## config.mk

```make
export PLATFORM = sky130hd
export DESIGN_NAME = present_arbiter
export DESIGN_NICKNAME = d
export VERILOG_FILES = /design/src/rtl/present_pkg.sv /design/src/rtl/present_rr_pick.sv /design/src/rtl/present_arbiter.sv
export SDC_FILE = /design/constraint.sdc
export NUM_CORES = 1
export LEC_CHECK = 0
export ABC_CLOCK_PERIOD_IN_PS = 3700
export BUFFER_PORTS_ARGS = -buffer_cell sky130_fd_sc_hd__buf_2
export CORE_AREA = 2 2 223 225
export DETAILED_ROUTE_END_ITERATION = 12
export DIE_AREA = 0 0 225 227
export RECOVER_POWER = 50
export SLEW_MARGIN = 20
export SYNTH_ARGS = -nofsm -noshare
export SYNTH_HDL_FRONTEND = slang
export SYNTH_SLANG_ARGS = --single-unit
export TNS_END_PERCENT = 20
```

## constraint.sdc

```tcl
create_clock -name clk -period 3.7 [get_ports clk]
set_input_delay 0.37 -clock clk [delete_from_list [all_inputs] [get_ports clk]]
set_output_delay 0.37 -clock clk [all_outputs]
set_load 0.005 [all_outputs]
```

## src/rtl/present_pkg.sv

```systemverilog
// Shared constants and FSM encoding for the PRESENT core arbiter.
package present_pkg;

  localparam int unsigned BLK_W = 64;
  localparam int unsigned KEY_W = 80;

  localparam logic MODE_ENC = 1'b0;
  localparam logic MODE_DEC = 1'b1;

  typedef enum logic [1:0] {
    IDLE = 2'd0,
    LOAD = 2'd1,
    WAIT = 2'd2,
    RESP = 2'd3
  } state_e;

endpackage

```

## src/rtl/present_rr_pick.sv

```systemverilog
// Round-robin winner search: first valid requester after last_i, wrapping.
module present_rr_pick #(
  parameter int unsigned NREQ = 2,
  parameter int unsigned IW   = $clog2(NREQ)
) (
  input  logic [NREQ-1:0] req_i,
  input  logic [IW-1:0]   last_i,
  output logic [IW-1:0]   winner_o,
  output logic            found_o
);

  logic [IW-1:0] idx;

  // Walk (last+1)..(last+NREQ) mod NREQ; the first hit is the winner.
  always_comb begin
    idx      = '0;
    winner_o = '0;
    found_o  = 1'b0;
    for (int unsigned k = 1; k <= NREQ; k++) begin
      idx = IW'((32'(last_i) + k) % NREQ);
      if (!found_o && req_i[idx]) begin
        found_o  = 1'b1;
        winner_o = idx;
      end
    end
  end

endmodule

```

## src/rtl/present_arbiter.sv

```systemverilog
// Round-robin scheduler sharing one PRESENT cipher core between NREQ requesters,
// with a watchdog that converts a hung core into an error response.
module present_arbiter #(
  parameter int unsigned NREQ    = 2,
  parameter int unsigned BLK_W   = present_pkg::BLK_W,
  parameter int unsigned KEY_W   = present_pkg::KEY_W,
  parameter int unsigned TIMEOUT = 64
) (
  input  logic                    clk,
  input  logic                    iReset,
  input  logic [NREQ-1:0]         req_valid,
  output logic [NREQ-1:0]         req_ready,
  input  logic [NREQ*BLK_W-1:0]   req_data,
  input  logic [NREQ*KEY_W-1:0]   req_key,
  input  logic [NREQ-1:0]         req_mode,
  output logic [NREQ-1:0]         rsp_valid,
  input  logic [NREQ-1:0]         rsp_ready,
  output logic [BLK_W-1:0]        rsp_data,
  output logic                    rsp_err,
  output logic                    core_load,
  output logic [BLK_W-1:0]        core_idat,
  output logic [KEY_W-1:0]        core_key,
  output logic                    core_control,
  input  logic                    core_done,
  input  logic [BLK_W-1:0]        core_odat
);

  import present_pkg::*;

  localparam int unsigned IW = $clog2(NREQ);
  localparam int unsigned TW = $clog2(TIMEOUT + 1);

  state_e            state_q, state_d;
  logic [IW-1:0]     owner_q, owner_d;
  logic [IW-1:0]     last_q, last_d;
  logic [TW-1:0]     timer_q, timer_d;
  logic [BLK_W-1:0]  data_q, data_d;
  logic [KEY_W-1:0]  key_q, key_d;
  logic              mode_q, mode_d;
  logic [BLK_W-1:0]  rsp_data_q, rsp_data_d;
  logic              rsp_err_q, rsp_err_d;
  logic [NREQ-1:0]   rsp_valid_q, rsp_valid_d;
  logic              core_load_q, core_load_d;
  logic [NREQ-1:0]   req_ready_c;
  logic [IW-1:0]     winner;
  logic              found;

  present_rr_pick #(
    .NREQ (NREQ),
    .IW   (IW)
  ) u_pick (
    .req_i    (req_valid),
    .last_i   (last_q),
    .winner_o (winner),
    .found_o  (found)
  );

  always_ff @(posedge clk) begin
    if (iReset) begin
      state_q     <= IDLE;
      owner_q     <= '0;
      last_q      <= IW'(NREQ - 1);
      timer_q     <= '0;
      data_q      <= '0;
      key_q       <= '0;
      mode_q      <= 1'b0;
      rsp_data_q  <= '0;
      rsp_err_q   <= 1'b0;
      rsp_valid_q <= '0;
      core_load_q <= 1'b0;
    end else begin
      state_q     <= state_d;
      owner_q     <= owner_d;
      last_q      <= last_d;
      timer_q     <= timer_d;
      data_q      <= data_d;
      key_q       <= key_d;
      mode_q      <= mode_d;
      rsp_data_q  <= rsp_data_d;
      rsp_err_q   <= rsp_err_d;
      rsp_valid_q <= rsp_valid_d;
      core_load_q <= core_load_d;
    end
  end

  always_comb begin
    state_d     = state_q;
    owner_d     = owner_q;
    last_d      = last_q;
    timer_d     = timer_q;
    data_d      = data_q;
    key_d       = key_q;
    mode_d      = mode_q;
    rsp_data_d  = rsp_data_q;
    rsp_err_d   = rsp_err_q;
    rsp_valid_d = rsp_valid_q;
    core_load_d = 1'b0;
    req_ready_c = '0;

    unique case (state_q)
      IDLE: begin
        if (found) begin
          req_ready_c[winner] = 1'b1;
          data_d      = req_data[32'(winner) * BLK_W +: BLK_W];
          key_d       = req_key[32'(winner) * KEY_W +: KEY_W];
          mode_d      = req_mode[winner];
          owner_d     = winner;
          core_load_d = 1'b1;
          state_d     = LOAD;
        end
      end
      LOAD: begin
        timer_d = '0;
        state_d = WAIT;
      end
      // timer_q == 0 marks the first WAIT cycle, where done may be stale.
      WAIT: begin
        if (core_done && (timer_q != '0)) begin
          rsp_data_d  = core_odat;
          rsp_err_d   = 1'b0;
          rsp_valid_d = NREQ'(1) << owner_q;
          state_d     = RESP;
        end else if (timer_q == TW'(TIMEOUT - 1)) begin
          rsp_data_d  = '0;
          rsp_err_d   = 1'b1;
          rsp_valid_d = NREQ'(1) << owner_q;
          state_d     = RESP;
        end else begin
          timer_d = timer_q + TW'(1);
        end
      end
      RESP: begin
        if (rsp_ready[owner_q]) begin
          last_d      = owner_q;
          rsp_valid_d = '0;
          state_d     = IDLE;
        end
      end
      default: state_d = IDLE;
    endcase
  end

  assign req_ready    = req_ready_c;
  assign rsp_valid    = rsp_valid_q;
  assign rsp_data     = rsp_data_q;
  assign rsp_err      = rsp_err_q;
  assign core_load    = core_load_q;
  assign core_idat    = data_q;
  assign core_key     = key_q;
  assign core_control = mode_q;

endmodule

```

==> flow_metrics.py <==
metrics = {
    "route": {
        "antenna_left": 0,
        "drc": 0,
        "routedWlPerCell_um": 15.0,
        "vias": 8872,
        "drt_wl_total_um": 30300,
        "drt_iter0_drc": 627,
        "via_per_inst": 4.39,
        "firstDrtPassIters": 8,
    },
    "finish": {
        "final_design_area_no_fill_mm2": 0.0131,
        "drive_above_1_share_pct": 35.8,
        "area_growth_pct": 55.0,
        "fill_cells": 5167,
        "layout_commonest_cell": "buf_2",
        "final_cell_mix": "buf_2, dfxtp_1, nor2_1",
        "utilization_pct": 26.9,
        "final_nets": 1746,
        "stdcell_count": 2022,
    },
    "placed_design": {
        "port_buffers": 575,
        "place_inst": 1924,
        "dp_slack_ns": 1.18,
        "place_hpwl_um": 21700,
        "place.gp.congestion": 0.824,
        "place_area_mm2": 0.0119,
    },
    "global_routing": {
        "grt_max_degree": 97,
        "grt_remaining_overflow": 0,
        "grt_pass1_wl_um": 43800,
        "antenna_found_initial": 5,
        "grt_pass1_vias": 8349,
        "grt_usage_pct": 10.8,
    },
    "floorplanning": {
        "row_count": 81,
        "die_area_mm2": 0.0511,
        "die_w_um": 225,
        "initial_core_util_pct": 17.3,
        "core_area_mm2": 0.0485,
        "die_h_um": 227,
        "pin_count": 576,
    },
    "clock_tree": {
        "clock-sinks": 224,
        "clock_latency_ns": 0.55,
        "clk_path_buf_depth": 3,
        "ctsResizeCount": 0,
        "cts_buffers": 27,
        "h-tree-depth": 1,
        "cts_tree": "done",
        "root_buffer": "clkbuf_16",
        "path_clk_slew_ns": 0.06,
    },
    "critical_path": {
        "cp_slowest_cell": "and2_2",
        "crit_path_cell_trace": "inv_1, ha_1, buf_4, and2_2, buf_2",
        "crit_fanout": 63,
        "cp-start-kind": "flip-flop",
        "cpPeakStageDelay_ns": 1.01,
        "cp-end-kind": "output pin",
        "cp.arrival_ns": 2.71,
        "cp_data_required_time_ns": 3.33,
        "path_class": "flip-flop to output pin",
    },
    "sta": {
        "hold_violations": 0,
        "post-route-min-period_ns": 3.08,
        "holdWs_ns": 0.0383,
        "timing.final.crit_share_pct": 83.2,
        "rsz0062_at_grt": "false",
        "final_max_slew_viol_count": 0,
        "layout_setup_ws_ns": 0.623,
        "fin_setup_tns_ns": 0,
        "tightest_slew_ns": 1.32,
        "relSlewSlack_pct": 12.2,
        "fin_skew_ns": 0.0217,
        "max_freq_mhz": 325,
        "finalSetupViolations": 0,
    },
    "synthesis": {
        "yosys.area.top_type": "dfxtp_1",
        "synth.top_cell.area_share_pct": 53.3,
        "syn_area_mm2": 0.00842,
        "synth_edf_count": 0,
        "synth_cell_type_count": 40,
        "syn_avg_cell_area_um2": 10.5,
        "yosysSeqAreaShare_pct": 53.3,
        "synthArstFlopShare_pct": 0,
        "synthFlopType": "dfxtp_1",
        "netlist_instances": 800,
        "ys_ff_latch": 224,
        "synth_area_leaders": "dfxtp_1, a222oi_1, a32o_1",
        "synth_nets": 1168,
        "synth_warnings": 0,
    },
    "min_path": {
        "hp-class": "input pin to flip-flop",
    },
    "power_and_ir_drop": {
        "ir_worst_vdd_v": 0.000333,
        "powerDensity_mw_per_mm2": 653,
        "finalPower_mw": 8.53,
        "p_leak_nw": 5.57,
    },
    "outcome": {
        "status": "finished, final reports clean",
    },
    "run": {
        "drv_cap": 0,
    },
}
[layout make-up]
type	instances	area, um2	share of cell area (%)
clock buffer	37	763	5.85
timing repair buffer	636	3290	25.2
multi-input combinational	482	3570	27.4
tap	622	778	5.96
clock inverter	12	129	0.988
antenna	2	5.00	0.0384
inverter	7	28.8	0.221
sequential	224	4480	34.4
[report_power, final]
part	total (mW)	leakage, nW	internal (mW)	switching [mW]
combinational	2.71	3.30	1.17	1.54
clock	2.62	0.432	1.58	1.03
sequential	3.20	1.84	2.92	0.279
[what timing repair did]
item                      in CTS  in global routing
buffers inserted               0                  0
hold buffers                  47                  0
hold endpoints to repair      47                  0
[worst max-delay path: cells and delay by family (launching register included)]
family        cells  cell delay [ns]
simple gates      1             1.01
buf+inv           3             0.54
flops             1             0.35
fa+ha+maj         1             0.24
[cell families (layout without fill, tap and decap cells)]
family,count (synthesis),count (layout),share of synthesized area [%]
DFF,224,224,53.3
muxes,56,56,6.67
adders and majority gates,7,7,1.04
buffers and inverters,94,692,4.78
and+or+nand+nor,185,185,8.84
other,0,2,0
AOI/OAI and AO/OA,234,234,25.4
[registers in the layout (all words and copies together), names as in the netlist]
name / count
core_idat: 64
timer_q: 7
last_q: 1
rsp_data: 64
core_load: 1
rsp_err: 1
owner_q: 1
state_q: 2
core_key: 80
rsp_valid: 2
core_control: 1
[routing by layer]
layer  global-route usage [%]  routed length, um  share of wire (%)  vias up
li1                         -                  -                  -     4296
met1                     12.2              12100                 40     4077
met2                     19.9              15000                 49      444
met3                     2.19               2380                7.9       51
met4                     4.14                821                2.7        4
met5                        0                 30              0.099        -
[path summary, 6_finish.rpt]
check	startpoint	end	slack (ns)	cells past startpoint
setup / recovery	state_q[1]	req_ready[1]	0.62	5
hold / removal	core_odat[46]	rsp_data[46]	0.04	2
setup reg to reg	state_q[1]	core_key[67]	1.07	7
hold reg to reg	timer_q[6]	timer_q[6]	0.47	2
[synthesized netlist by cell type, types with 2 or more instances]
cell / instances
clkbuf_1: 69
a32o_1: 64
buf_1: 8
nand2_1: 12
dfxtp_1: 224
buf_6: 6
a222oi_1: 95
a211oi_1: 51
o21ai_1: 2
nor2b_1: 2
o22ai_1: 2
o21ai_0: 2
nand3_1: 4
o211ai_1: 2
nor3_1: 3
mux2i_1: 55
ha_1: 7
buf_2: 4
nor2_1: 153
inv_1: 6
a21oi_1: 8
a221oi_1: 2
nand4_1: 2
(Power assumes the default switching activity.)
